===== config.mk =====
export PLATFORM = sky130hd
export DESIGN_NAME = pipe_rate_change_ctrl_flat
export DESIGN_NICKNAME = d
export VERILOG_FILES = /design/src/rtl/pipe_rate_change_ctrl_pkg.sv /design/src/rtl/pipe_rate_change_ctrl_if.sv /design/src/rtl/pipe_rate_change_ctrl_collector.sv /design/src/rtl/pipe_rate_change_ctrl.sv /design/src/flat_wrapper.sv
export SDC_FILE = /design/constraint.sdc
export NUM_CORES = 1
export LEC_CHECK = 0
export ABC_AREA = 1
export BUFFER_PORTS_ARGS = -buffer_cell sky130_fd_sc_hd__buf_2
export CORE_MARGIN = 2
export CORE_UTILIZATION = 32
export CTS_BUF_LIST = sky130_fd_sc_hd__clkbuf_8
export CTS_CLUSTER_SIZE = 8
export DETAILED_ROUTE_END_ITERATION = 12
export SLEW_MARGIN = 15
export SYNTH_ARGS = -nofsm -noshare
export SYNTH_HDL_FRONTEND = slang
export SYNTH_SLANG_ARGS = --single-unit

===== constraint.sdc =====
create_clock -name CLK -period 2.09 [get_ports CLK]
set_input_delay 0.209 -clock CLK [delete_from_list [all_inputs] [get_ports CLK]]
set_output_delay 0.209 -clock CLK [all_outputs]
set_load 0.01 [all_outputs]

===== src/rtl/pipe_rate_change_ctrl_pkg.sv =====
// Shared types and encoding helpers for the PIPE rate-change controller.
package pipe_rate_pkg;

   typedef enum logic [2:0] {
      ST_IDLE,
      ST_ELEC_IDLE,
      ST_SET_RATE,
      ST_ACK,
      ST_DONE,
      ST_ERROR
   } state_e;

   localparam logic [1:0] WIDTH_CODE_8  = 2'd0;
   localparam logic [1:0] WIDTH_CODE_16 = 2'd1;
   localparam logic [1:0] WIDTH_CODE_32 = 2'd2;

   function automatic logic [3:0] gen_to_rate(input logic [2:0] gen);
      return {1'b0, gen - 3'd1};
   endfunction

   function automatic logic [4:0] gen_to_pclkrate(input logic [2:0] gen);
      return {2'b00, gen - 3'd1};
   endfunction

   function automatic logic [1:0] pipewidth_to_code(input int unsigned pipewidth);
      case (pipewidth)
         16:      return WIDTH_CODE_16;
         32:      return WIDTH_CODE_32;
         default: return WIDTH_CODE_8;
      endcase
   endfunction

endpackage


===== src/rtl/pipe_rate_change_ctrl_if.sv =====
// LTSSM-side request/response bundle of the rate-change controller.
interface pipe_rate_change_ctrl_if #(
   parameter int unsigned LANESNUMBER = 16
);
   logic                   req_valid;
   logic [2:0]             req_gen;
   logic                   req_ready;
   logic [LANESNUMBER-1:0] active_lanes;
   logic                   done;
   logic                   error;
   logic [2:0]             cur_gen;
   logic                   force_elec_idle;

   modport master (
      output req_valid, req_gen, active_lanes,
      input  req_ready, done, error, cur_gen, force_elec_idle
   );

   modport slave (
      input  req_valid, req_gen, active_lanes,
      output req_ready, done, error, cur_gen, force_elec_idle
   );
endinterface


===== src/rtl/pipe_rate_change_ctrl_collector.sv =====
// Sticky per-lane PhyStatus collector; all_done includes the current cycle's status.
module phystatus_collector #(
   parameter int unsigned LANESNUMBER = 16
) (
   input  logic                   clk,
   input  logic                   rst_n,
   input  logic                   enable,
   input  logic [LANESNUMBER-1:0] phy_status,
   input  logic [LANESNUMBER-1:0] lane_mask,
   output logic                   all_done
);
   logic [LANESNUMBER-1:0] seen;
   logic [LANESNUMBER-1:0] hits;

   assign hits = phy_status & lane_mask;

   // Disabled means cleared, so a stale collection never leaks into the next change.
   always_ff @(posedge clk or negedge rst_n) begin
      if (!rst_n)
         seen <= '0;
      else if (!enable)
         seen <= '0;
      else
         seen <= seen | hits;
   end

   assign all_done = enable && (&(seen | hits | ~lane_mask));
endmodule


===== src/rtl/pipe_rate_change_ctrl.sv =====
// Sequences the MAC side of the PIPE Rate/PCLKRate handshake for a generation change.
module pipe_rate_change_ctrl
   import pipe_rate_pkg::*;
#(
   parameter int unsigned LANESNUMBER    = 16,
   parameter int unsigned GEN1_PIPEWIDTH = 8,
   parameter int unsigned GEN2_PIPEWIDTH = 8,
   parameter int unsigned GEN3_PIPEWIDTH = 8,
   parameter int unsigned GEN4_PIPEWIDTH = 8,
   parameter int unsigned GEN5_PIPEWIDTH = 8,
   parameter int unsigned MAX_GEN        = 1,
   parameter int unsigned SETTLE_CYCLES  = 4,
   parameter int unsigned TIMEOUT_CYCLES = 1024
) (
   input  logic                   CLK,
   input  logic                   lpreset,
   pipe_rate_change_ctrl_if.slave ltssm,
   output logic [3:0]             Rate,
   output logic [4:0]             PCLKRate,
   output logic [1:0]             width,
   input  logic                   PclkChangeOk,
   output logic                   PclkChangeAck,
   input  logic [LANESNUMBER-1:0] PhyStatus
);
   localparam int unsigned SW = $clog2(SETTLE_CYCLES + 1);
   localparam int unsigned WW = $clog2(TIMEOUT_CYCLES + 1);
   localparam logic [SW-1:0] SETTLE_LAST = SW'(SETTLE_CYCLES - 1);
   localparam logic [WW-1:0] WD_LIMIT    = WW'(TIMEOUT_CYCLES);
   localparam logic [2:0]    MAX_GEN_C   = 3'(MAX_GEN);

   localparam logic [1:0] W1 = pipewidth_to_code(GEN1_PIPEWIDTH);
   localparam logic [1:0] W2 = pipewidth_to_code(GEN2_PIPEWIDTH);
   localparam logic [1:0] W3 = pipewidth_to_code(GEN3_PIPEWIDTH);
   localparam logic [1:0] W4 = pipewidth_to_code(GEN4_PIPEWIDTH);
   localparam logic [1:0] W5 = pipewidth_to_code(GEN5_PIPEWIDTH);

   function automatic logic [1:0] gen_to_width(input logic [2:0] gen);
      case (gen)
         3'd2:    return W2;
         3'd3:    return W3;
         3'd4:    return W4;
         3'd5:    return W5;
         default: return W1;
      endcase
   endfunction

   state_e                 state;
   logic [2:0]             target_gen;
   logic [LANESNUMBER-1:0] lane_mask;
   logic [SW-1:0]          settle_cnt;
   logic [WW-1:0]          wd_cnt;
   logic                   all_done;

   logic                   req_ready_q;
   logic                   done_q;
   logic                   error_q;
   logic [2:0]             cur_gen_q;
   logic                   fei_q;

   assign ltssm.req_ready       = req_ready_q;
   assign ltssm.done            = done_q;
   assign ltssm.error           = error_q;
   assign ltssm.cur_gen         = cur_gen_q;
   assign ltssm.force_elec_idle = fei_q;

   phystatus_collector #(.LANESNUMBER(LANESNUMBER)) u_collector (
      .clk        (CLK),
      .rst_n      (lpreset),
      .enable     (state == ST_ACK),
      .phy_status (PhyStatus),
      .lane_mask  (lane_mask),
      .all_done   (all_done)
   );

   always_ff @(posedge CLK or negedge lpreset) begin
      if (!lpreset) begin
         state         <= ST_IDLE;
         target_gen    <= 3'd1;
         lane_mask     <= '0;
         settle_cnt    <= '0;
         wd_cnt        <= '0;
         req_ready_q   <= 1'b1;
         done_q        <= 1'b0;
         error_q       <= 1'b0;
         cur_gen_q     <= 3'd1;
         fei_q         <= 1'b0;
         Rate          <= '0;
         PCLKRate      <= '0;
         width         <= W1;
         PclkChangeAck <= 1'b0;
      end else begin
         done_q  <= 1'b0;
         error_q <= 1'b0;
         case (state)
            ST_IDLE: begin
               if (ltssm.req_valid && req_ready_q) begin
                  if (ltssm.req_gen == 3'd0 || ltssm.req_gen > MAX_GEN_C) begin
                     error_q <= 1'b1;
                  end else if (ltssm.req_gen == cur_gen_q) begin
                     done_q <= 1'b1;
                  end else begin
                     target_gen  <= ltssm.req_gen;
                     lane_mask   <= ltssm.active_lanes;
                     settle_cnt  <= '0;
                     fei_q       <= 1'b1;
                     req_ready_q <= 1'b0;
                     state       <= ST_ELEC_IDLE;
                  end
               end
            end
            ST_ELEC_IDLE: begin
               if (settle_cnt == SETTLE_LAST) begin
                  Rate     <= gen_to_rate(target_gen);
                  PCLKRate <= gen_to_pclkrate(target_gen);
                  width    <= gen_to_width(target_gen);
                  wd_cnt   <= '0;
                  state    <= ST_SET_RATE;
               end else begin
                  settle_cnt <= settle_cnt + 1'b1;
               end
            end
            ST_SET_RATE, ST_ACK: begin
               // Watchdog spans both states; completion is checked before expiry.
               if (state == ST_SET_RATE && PclkChangeOk) begin
                  PclkChangeAck <= 1'b1;
                  wd_cnt        <= wd_cnt + 1'b1;
                  state         <= ST_ACK;
               end else if (state == ST_ACK && all_done) begin
                  done_q        <= 1'b1;
                  PclkChangeAck <= 1'b0;
                  fei_q         <= 1'b0;
                  cur_gen_q     <= target_gen;
                  state         <= ST_DONE;
               end else if (wd_cnt == WD_LIMIT) begin
                  error_q       <= 1'b1;
                  PclkChangeAck <= 1'b0;
                  fei_q         <= 1'b0;
                  Rate          <= gen_to_rate(cur_gen_q);
                  PCLKRate      <= gen_to_pclkrate(cur_gen_q);
                  width         <= gen_to_width(cur_gen_q);
                  state         <= ST_ERROR;
               end else begin
                  wd_cnt <= wd_cnt + 1'b1;
               end
            end
            ST_DONE, ST_ERROR: begin
               req_ready_q <= 1'b1;
               state       <= ST_IDLE;
            end
            default: begin
               req_ready_q <= 1'b1;
               state       <= ST_IDLE;
            end
         endcase
      end
   end
endmodule


===== src/flat_wrapper.sv =====
// flat-port wrapper written by rule: the top's interface ports become plain ports
module pipe_rate_change_ctrl_flat import pipe_rate_pkg::*;
#(
   parameter int unsigned LANESNUMBER    = 16,
   parameter int unsigned GEN1_PIPEWIDTH = 8,
   parameter int unsigned GEN2_PIPEWIDTH = 8,
   parameter int unsigned GEN3_PIPEWIDTH = 8,
   parameter int unsigned GEN4_PIPEWIDTH = 8,
   parameter int unsigned GEN5_PIPEWIDTH = 8,
   parameter int unsigned MAX_GEN        = 1,
   parameter int unsigned SETTLE_CYCLES  = 4,
   parameter int unsigned TIMEOUT_CYCLES = 1024
)
  (CLK, lpreset, Rate, PCLKRate, width, PclkChangeOk, PclkChangeAck, PhyStatus, ltssm_req_valid, ltssm_req_gen, ltssm_active_lanes, ltssm_req_ready, ltssm_done, ltssm_error, ltssm_cur_gen, ltssm_force_elec_idle);
  pipe_rate_change_ctrl_if #(.LANESNUMBER(LANESNUMBER)) ltssm_i ();
  input  logic CLK;
  input  logic lpreset;
  output logic [3:0] Rate;
  output logic [4:0] PCLKRate;
  output logic [1:0] width;
  input  logic PclkChangeOk;
  output logic PclkChangeAck;
  input  logic [LANESNUMBER-1:0] PhyStatus;
  input wire logic [$bits(ltssm_i.req_valid)-1:0] ltssm_req_valid;
  input wire logic [$bits(ltssm_i.req_gen)-1:0] ltssm_req_gen;
  input wire logic [$bits(ltssm_i.active_lanes)-1:0] ltssm_active_lanes;
  output wire logic [$bits(ltssm_i.req_ready)-1:0] ltssm_req_ready;
  output wire logic [$bits(ltssm_i.done)-1:0] ltssm_done;
  output wire logic [$bits(ltssm_i.error)-1:0] ltssm_error;
  output wire logic [$bits(ltssm_i.cur_gen)-1:0] ltssm_cur_gen;
  output wire logic [$bits(ltssm_i.force_elec_idle)-1:0] ltssm_force_elec_idle;
  assign ltssm_i.req_valid = ltssm_req_valid;
  assign ltssm_i.req_gen = ltssm_req_gen;
  assign ltssm_i.active_lanes = ltssm_active_lanes;
  assign ltssm_req_ready = ltssm_i.req_ready;
  assign ltssm_done = ltssm_i.done;
  assign ltssm_error = ltssm_i.error;
  assign ltssm_cur_gen = ltssm_i.cur_gen;
  assign ltssm_force_elec_idle = ltssm_i.force_elec_idle;
  pipe_rate_change_ctrl #(.LANESNUMBER(LANESNUMBER), .GEN1_PIPEWIDTH(GEN1_PIPEWIDTH), .GEN2_PIPEWIDTH(GEN2_PIPEWIDTH), .GEN3_PIPEWIDTH(GEN3_PIPEWIDTH), .GEN4_PIPEWIDTH(GEN4_PIPEWIDTH), .GEN5_PIPEWIDTH(GEN5_PIPEWIDTH), .MAX_GEN(MAX_GEN), .SETTLE_CYCLES(SETTLE_CYCLES), .TIMEOUT_CYCLES(TIMEOUT_CYCLES)) u_core (.CLK(CLK), .lpreset(lpreset), .ltssm(ltssm_i), .Rate(Rate), .PCLKRate(PCLKRate), .width(width), .PclkChangeOk(PclkChangeOk), .PclkChangeAck(PclkChangeAck), .PhyStatus(PhyStatus));
endmodule

==> metrics.txt, run 1 <==
wire per inst=between 10 and 15 microns; Root Buffer=clkbuf_8; TritonCTS clock tree=done; final WL=6.96 mm; initial antenna violation count=0; Rows=36; Tmin final=about 1.8 ns; Hold Crit Depth=3; clk sinks=63; placed insts=between 500 and 600; post-DP HPWL=between 5 and 6 mm; post-route non-filler standard cell count=~600; end point of the worst hold path=u_core.lane_mask[8]; P_leak=just under 0.002 uW; synth warn=0; Final Slew Violations=0; most common cell after layout, fill and taps aside=nand2_1; I/O pin total=between 50 and 60; Worst-Margin Slew=0.663 ns; Gate Count Post-Synth=400; Worst Clk Skew=between 0.01 and 0.015 ns; number of vias per cell=approximately 4.4; Port-buffer cells=52; pre-CTS setup slack=0.286 ns; Die X=between 100 and 150 microns; commonest cells after routing, fill and taps aside=nand2_1 (110), dfrtp_1 (60), buf_2 (52), nor2_1 (48), inv_1 (45); Reg clk slew, reported paths=~0.08 ns; post_cts resized=0; n_diodes=0; CTS Buf Count=9; Starting Density=0.329; outcome=finished, final reports clean; pin count of the biggest net entering global routing=34; CP Launch Type=flip-flop; vias in the first global route=2500; maxcap violations=0; Hold Crit Class=input port to flip-flop; Slew HR=0.557; fin nets=500; maximum VDD drop=between 0.3 and 0.4 mV; R2R setup slack=between 0.3 and 0.4 ns; DRT Pass-1 Iters=4; fillcell total=roughly 970; Clk Latency, worst-skew pair=0.35 ns; Worst Path Arrival=between 2 and 2.5 ns; Final period util=0.853; layout cells sized above 1=0.206; Chip Height=about 100 microns; Final setup violation count=0; gr ovfl total=0; Worst Hold Launch=ltssm_active_lanes[8]; Final Hold Vio Count=0; first-pass GRT wire length=between 10 and 15 mm; aggregate global-route resource usage=0.137; crit end category=flip-flop; Pwr Total=approximately 4200 uW; Post-Syn Area=0.00321 sq mm; Synth Area per Inst=8.03 sq um; CP Class=flip-flop to flip-flop; GPL Wtd Cong=between 0.7 and 0.8; worst r2r path cells=8; Peak Freq=~560 MHz; # DRC=0; sequential-to-total area share from yosys stat=0.492; Core Box Area=0.00977 sq mm; clock buffer depth=2; DIE AREA=0.0109 sq mm; RSZ-0062 raised after global routing=no; Sequential Area=between 0.0015 and 0.002 sq mm; drt initial violations=about 130; area occupied by multi-input gates=roughly 0.0014 sq mm; Worst R2R Start=u_core.ltssm.req_ready; P per Cell Area=between 1000 and 1500 mW/mm^2; Post-DRT Antenna Nets=0; H-Tree Depth=3; Distinct cells, synth=31; Worst R2R End=u_core.lane_mask[6]; data required time of the worst path=approximately 2.4 ns; setup TNS=0 ns; Synth-to-Final Area Change=19.0%; Seq cells post-synth=63; critical path fanouts, max=20; DR vias=approximately 2600; Final WS setup=a little over 0.3 ns
timing repair:
action	in CTS	in global routing
buffers inserted	0	0
hold endpoints to repair	17	0
hold buffers	1	0
registers in the layout, summed over array words and instances (netlist names):
signal                        cells
u_core.ltssm.req_ready            1
u_core.ltssm.force_elec_idle      1
u_core.u_collector.seen          16
u_core.settle_cnt                 3
u_core.ltssm.done                 1
u_core.Rate                       3
u_core.PclkChangeAck              1
u_core.target_gen                 3
u_core.wd_cnt                    11
u_core.state                      3
u_core.ltssm.cur_gen              3
u_core.lane_mask                 16
u_core.ltssm.error                1
power by group:
part | internal, uW | switching, uW
sequential | 1510 | 217
clock | 685 | 530
combinational | 495 | 795
total | 2690 | 1540
per-stage QoR:
step           instance area, sq um  hold WS (ns)  utilization
6_report                       3820        0.0459        0.391
5_1_grt                        3820        0.0418        0.391
4_1_cts                        3820        0.0356        0.391
3_5_place_dp                   3590         0.185        0.367
3_3_place_gp                   3590         0.190        0.367
2_1_floorplan                  3230       -0.0866            -
cell families (layout without fill, tap and decap cells):
logic type,after synthesis,in the layout,synth area share
and+or+nand+nor,210,210,0.285
buffers and inverters,65,122,0.0923
DFF,63,63,0.492
AOI/OAI and AO/OA,50,50,0.0935
xor gates and xnor gates,6,6,0.0164
adders and majority gates,5,5,0.0195
other,1,5,0.00117
cells in the mapped netlist, drive strengths merged:
cell type | number | share of area
dfrtp | 60 | 0.47
a21oi | 18 | 0.029
o21ai | 26 | 0.050
o31ai | 4 | 0.0093
nand2 | 115 | 0.14
nand4 | 5 | 0.0097
nor3b | 1 | 0.0023
dfstp | 3 | 0.025
inv | 47 | 0.055
o21bai | 1 | 0.0023
clkinv | 1 | 0.0012
nand3 | 26 | 0.040
nand3b | 13 | 0.030
buf | 16 | 0.035
clkbuf | 1 | 0.0012
nor2 | 49 | 0.060
xnor2 | 4 | 0.011
a31o | 1 | 0.0027
conb | 1 | 0.0012
nor3 | 1 | 0.0031
ha | 5 | 0.019
xor2 | 2 | 0.0055
how the worst max path moves through the flow:
stage	startpoint	end	slack [ns]	cells past startpoint
finish	u_core.ltssm.req_ready	u_core.lane_mask[6]	0.31	8
CTS	u_core.ltssm.req_ready	u_core.lane_mask[6]	0.27	8
detailed placement	u_core.ltssm.req_ready	u_core.lane_mask[6]	0.29	7
global placement	u_core.ltssm.req_ready	u_core.lane_mask[6]	0.34	7
global route	u_core.ltssm.req_ready	u_core.lane_mask[6]	0.15	8
floorplan	u_core.ltssm.cur_gen[0]	u_core.ltssm.force_elec_idle	0.65	7
critical path, stage by stage, from the launching register on:
cell and delay, ns:
dfstp_2 0.56, nand2_1 0.05, nor2_1 0.13, inv_1 0.07, nor2_1 0.11, nand2_2 0.06
inv_1 0.49, nand2_1 0.12, o21ai_0 0.10
layer usage:
metal | wire (microns) | up-vias | GRT usage
met3 | 235 | 12 | 0.0420
met1 | 3340 | 1209 | 0.179
met5 | 0 | - | 0
li1 | - | 1363 | -
met4 | 132 | 0 | 0.0492
met2 | 3250 | 39 | 0.215
cell type report:
class | instances | area share
tap | 133 | 0.0435
timing repair buffer | 58 | 0.0837
clock buffer | 9 | 0.0324
sequential | 63 | 0.413
multi-input combinational | 276 | 0.353
inverter | 48 | 0.0471
clock inverter | 7 | 0.0268
No activity file was read; power rests on OpenSTA's default activity.
==> run 2, diff against run 1 <==
CORE_ASPECT_RATIO = 1.25   (was not set)
SKIP_LAST_GASP = 1   (was not set)
==> metrics.txt, run 2 (synthesis gave the netlist of run 1 again) <==
outcome=finished, final reports clean; TritonCTS clock tree=done; Hold Crit Depth=3; Post-DRT Antenna Nets=0; gr ovfl total=0; drt initial violations=approximately 80; CP Class=flip-flop to flip-flop; critical path fanouts, max=22; Chip Height=116 microns; number of vias per cell=4.49; Root Buffer=clkbuf_8; data required time of the worst path=roughly 2.4 ns; first-pass GRT wire length=between 10 and 15 mm; maximum VDD drop=~0.31 mV; wire per inst=11.9 microns; Largest regs=u_core.lane_mask: 16 flops, u_core.u_collector.seen: 16 flops, u_core.wd_cnt: 11 flops; n_diodes=0; P per Cell Area=1050 mW/mm^2; Pwr Total=around 4000 uW; clk sinks=63; hold_ws=roughly 0.053 ns; crit end category=flip-flop; H-Tree Depth=3; Tmin final=around 1.8 ns; Reg clk slew, reported paths=approximately 0.070 ns; final WL=just under 7 mm; post-DP HPWL=approximately 5.1 mm; Synth-to-Final Area Change=17.1%; Rows=40; pre-CTS setup slack=0.287 ns; Worst Path Arrival=approximately 2.1 ns; GPL Wtd Cong=~0.76; Final Slew Violations=0; Slew HR=0.572; clock buffer depth=2; Worst Clk Skew=approximately 0.0097 ns; # DRC=0; Peak Freq=between 500 and 600 MHz; Final period util=0.859; I/O pin total=58; Final setup violation count=0; CTS Buf Count=9; DIE AREA=about 0.011 sq mm; Worst-Margin Slew=approximately 0.64 ns; setup TNS=0 ns; P_leak=approximately 0.0019 uW; vias in the first global route=between 2000 and 3000; Port-buffer cells=between 50 and 60; RSZ-0062 raised after global routing=no; worst r2r path cells=10; maxcap violations=0; Final WS setup=0.295 ns; most common cell after layout, fill and taps aside=nand2_1; aggregate global-route resource usage=0.142; Starting Density=0.331; Die X=roughly 94 microns; Hold Crit Class=input port to flip-flop; Final Hold Vio Count=0; CP Launch Type=flip-flop; post_cts resized=0; DRT Pass-1 Iters=4; pin count of the biggest net entering global routing=38; initial antenna violation count=0; fin nets=501; Clk Latency, worst-skew pair=around 0.35 ns; Core Box Area=slightly below 0.01 sq mm; commonest cells after routing, fill and taps aside=nand2_1 (110), dfrtp_1 (60), buf_2 (52), nor2_1 (48), inv_1 (47); R2R setup slack=around 0.3 ns; DR vias=2634; layout cells sized above 1=0.202
## run 2: critical path, stage by stage (launching register included)
cell and delay, ns:
dfrtp_1 0.36, ha_1 0.16, ha_1 0.14, inv_1 0.05, o21ai_0 0.16, inv_1 0.09, a21oi_2 0.14, nand2_2 0.30
nor2_1 0.22, nand2_1 0.07, nand2_1 0.05
## run 2: power breakdown
group	leakage, uW	switching [uW]	internal (uW)
Sequential	0.000830	212	1510
Combinational	0.00102	802	506
Clock	0.0000868	479	445
## run 2: worst paths after layout
check / start / endpoint
setup / recovery: u_core.settle_cnt[1] / u_core.wd_cnt[0]
hold / removal: ltssm_active_lanes[0] / u_core.lane_mask[0]
setup reg to reg: u_core.settle_cnt[1] / u_core.wd_cnt[0]
hold reg to reg: u_core.Rate[2] / u_core.Rate[2]
max in group asynchronous: lpreset / u_core.Rate[0]
min in group asynchronous: lpreset / u_core.lane_mask[8]
## run 2: layout make-up
type                    instances  area (sq um)
clock buffers                  10           138
clock inverters                 5          27.5
fillers                      1032          5950
inverters                      48           180
multi-input cells             276          1350
flip-flops and latches         63          1580
well taps                     126           158
repair buffers                 59           328
## run 2: through the flow
stage,instance area [sq um],instances,utilization
final,3760,587,0.388
after detailed placement,3590,571,0.369
after floorplan,3230,404,-
after CTS,3760,587,0.388
after global routing,3760,587,0.388
after global placement,3590,571,0.369
## run 2: what timing repair did
item,in CTS,in global routing
hold buffers,1,0
setup buffers,0,0
endpoints found under the setup margin,0,0
hold endpoints to repair,23,0
## run 2: metal layers
layer | vias to the layer above | GRT usage | part of all wire
li1 | 1363 | - | -
met1 | 1214 | 0.165 | 0.45
met2 | 46 | 0.239 | 0.49
met3 | 11 | 0.0371 | 0.035
met4 | 0 | 0.0754 | 0.025
met5 | - | 0 | 0
==> run 3, diff against run 2 <==
MAX_ROUTING_LAYER = met4   (was not set)
==> metrics.txt, run 3 (synthesis gave the netlist of run 1 again) <==
aggregate global-route resource usage=0.146; wire per inst=about 12 microns; Peak Freq=around 550 MHz; Largest regs=u_core.lane_mask: 16 flops, u_core.u_collector.seen: 16 flops, u_core.wd_cnt: 11 flops; data required time of the worst path=2.37 ns; Port-buffer cells=between 50 and 60; Starting Density=0.331; DR vias=~2600; Final period util=0.862; crit path cell chain=ha_1 -> ha_1 -> inv_1 -> o21ai_0 -> inv_1 -> a21oi_2 -> nand2_2 -> nor2_1 -> nand2_1 -> nand2_1; post_cts resized=0; H-Tree Depth=3; CP delay by family, top=simple AND/OR/NAND/NOR gates; Worst-Margin Slew=approximately 0.64 ns; post-route non-filler standard cell count=587; Bufs and invs on worst path=2; Tmin final=roughly 1.8 ns; final WL=just under 7 mm; Worst Path Arrival=about 2.1 ns; P_leak=0.00194 uW; vias in the first global route=2577; drt initial violations=a little over 100; number of vias per cell=4.48; Reg clk slew, reported paths=roughly 0.070 ns; clk sinks=63; CP Launch Type=flip-flop; clock buffer depth=2; DRT Pass-1 Iters=4; hold_ws=0.0595 ns; first-pass GRT wire length=roughly 12 mm; maxcap violations=0; Synth-to-Final Area Change=17.1%; commonest cells after routing, fill and taps aside=nand2_1 (110), dfrtp_1 (60), buf_2 (52), nor2_1 (48), inv_1 (47); crit end category=flip-flop; RSZ-0062 raised after global routing=no; Hold Crit Class=input port to flip-flop; initial antenna violation count=0; CP max stage delay=0.36 ns; Chip Height=around 120 microns; gr ovfl total=0; CTS Buf Count=9; CP Class=flip-flop to flip-flop; Post-DRT Antenna Nets=0; outcome=finished, final reports clean; fin nets=~500; maximum VDD drop=approximately 0.31 mV; Rows=40; placed insts=~570; Final Slew Violations=0; Slew HR=0.574; # DRC=0; Clk Latency, worst-skew pair=0.34 ns; DIE AREA=~0.011 sq mm; Core Box Area=0.00971 sq mm; TritonCTS clock tree=done; most common cell after layout, fill and taps aside=nand2_1; layout cells sized above 1=0.202; post-DP HPWL=between 5 and 6 mm; Final Hold Vio Count=0; Root Buffer=clkbuf_8; Worst Clk Skew=~0.0094 ns; I/O pin total=between 50 and 60; n_diodes=0; setup TNS=0 ns; critical path fanouts, max=22; Final setup violation count=0; pin count of the biggest net entering global routing=38; GPL Wtd Cong=0.774; CP max-delay cell=dfrtp_1; P per Cell Area=1050 mW/mm^2; Die X=93.6 microns
[run 3: cell counts in the layout (fill, tap and decap cells not counted)]
Identical to the previous run, type by type.
[run 3: path summary, 6_finish.rpt]
kind | slack, ns | from | endpoint | cells past startpoint
setup / recovery | 0.29 | u_core.settle_cnt[1] | u_core.wd_cnt[0] | 10
hold / removal | 0.06 | ltssm_active_lanes[0] | u_core.lane_mask[0] | 3
hold reg to reg | 0.49 | u_core.Rate[2] | u_core.Rate[2] | 2
min in group asynchronous | 0.42 | lpreset | u_core.lane_mask[8] | 2
setup reg to reg | 0.29 | u_core.settle_cnt[1] | u_core.wd_cnt[0] | 10
max in group asynchronous | 1.04 | lpreset | u_core.Rate[0] | 3
[run 3: layout make-up]
type                    instances  area [sq um]
flip-flops and latches         63          1580
well taps                     126           158
multi-input cells             276          1350
fillers                      1032          5950
clock inverters                 5          27.5
clock buffers                  10           138
repair buffers                 59           328
inverters                      48           180
[run 3: where the power goes]
group          switching, uW  internal (uW)
Combinational            803            506
Sequential               212           1510
Clock                    473            445
Total                   1490           2460
[run 3: metal layers]
metal / global-route usage / vias up / part of all wire
li1: - / 1363 / -
met1: 0.165 / 1216 / 0.45
met2: 0.239 / 45 / 0.50
met3: 0.0429 / 6 / 0.033
met4: 0.0696 / 0 / 0.018
met5: - / - / 0
[run 3: timing repair]
| action | in CTS | in global routing |
|---|---|---|
| hold buffers | 1 | 0 |
| endpoints found under the hold margin | 23 | 0 |
| setup endpoints to repair | 0 | 0 |
| setup buffers | 0 | 0 |
[run 3: through the flow]
step | utilization | cell area (sq um) | setup slack (ns) | power [uW]
after floorplan | - | 3230 | 0.646 | 2700
after global placement | 0.369 | 3590 | 0.301 | 3030
after detailed placement | 0.369 | 3590 | 0.287 | 3070
after CTS | 0.388 | 3760 | 0.270 | 4010
after global routing | 0.388 | 3760 | 0.0118 | 4290
final | 0.388 | 3760 | 0.288 | 3950
[run 3: tightest hold or removal path, stage by stage]
cell	delay, ns
buf_2	0.07
nand2_1	0.04
nand2_1	0.05
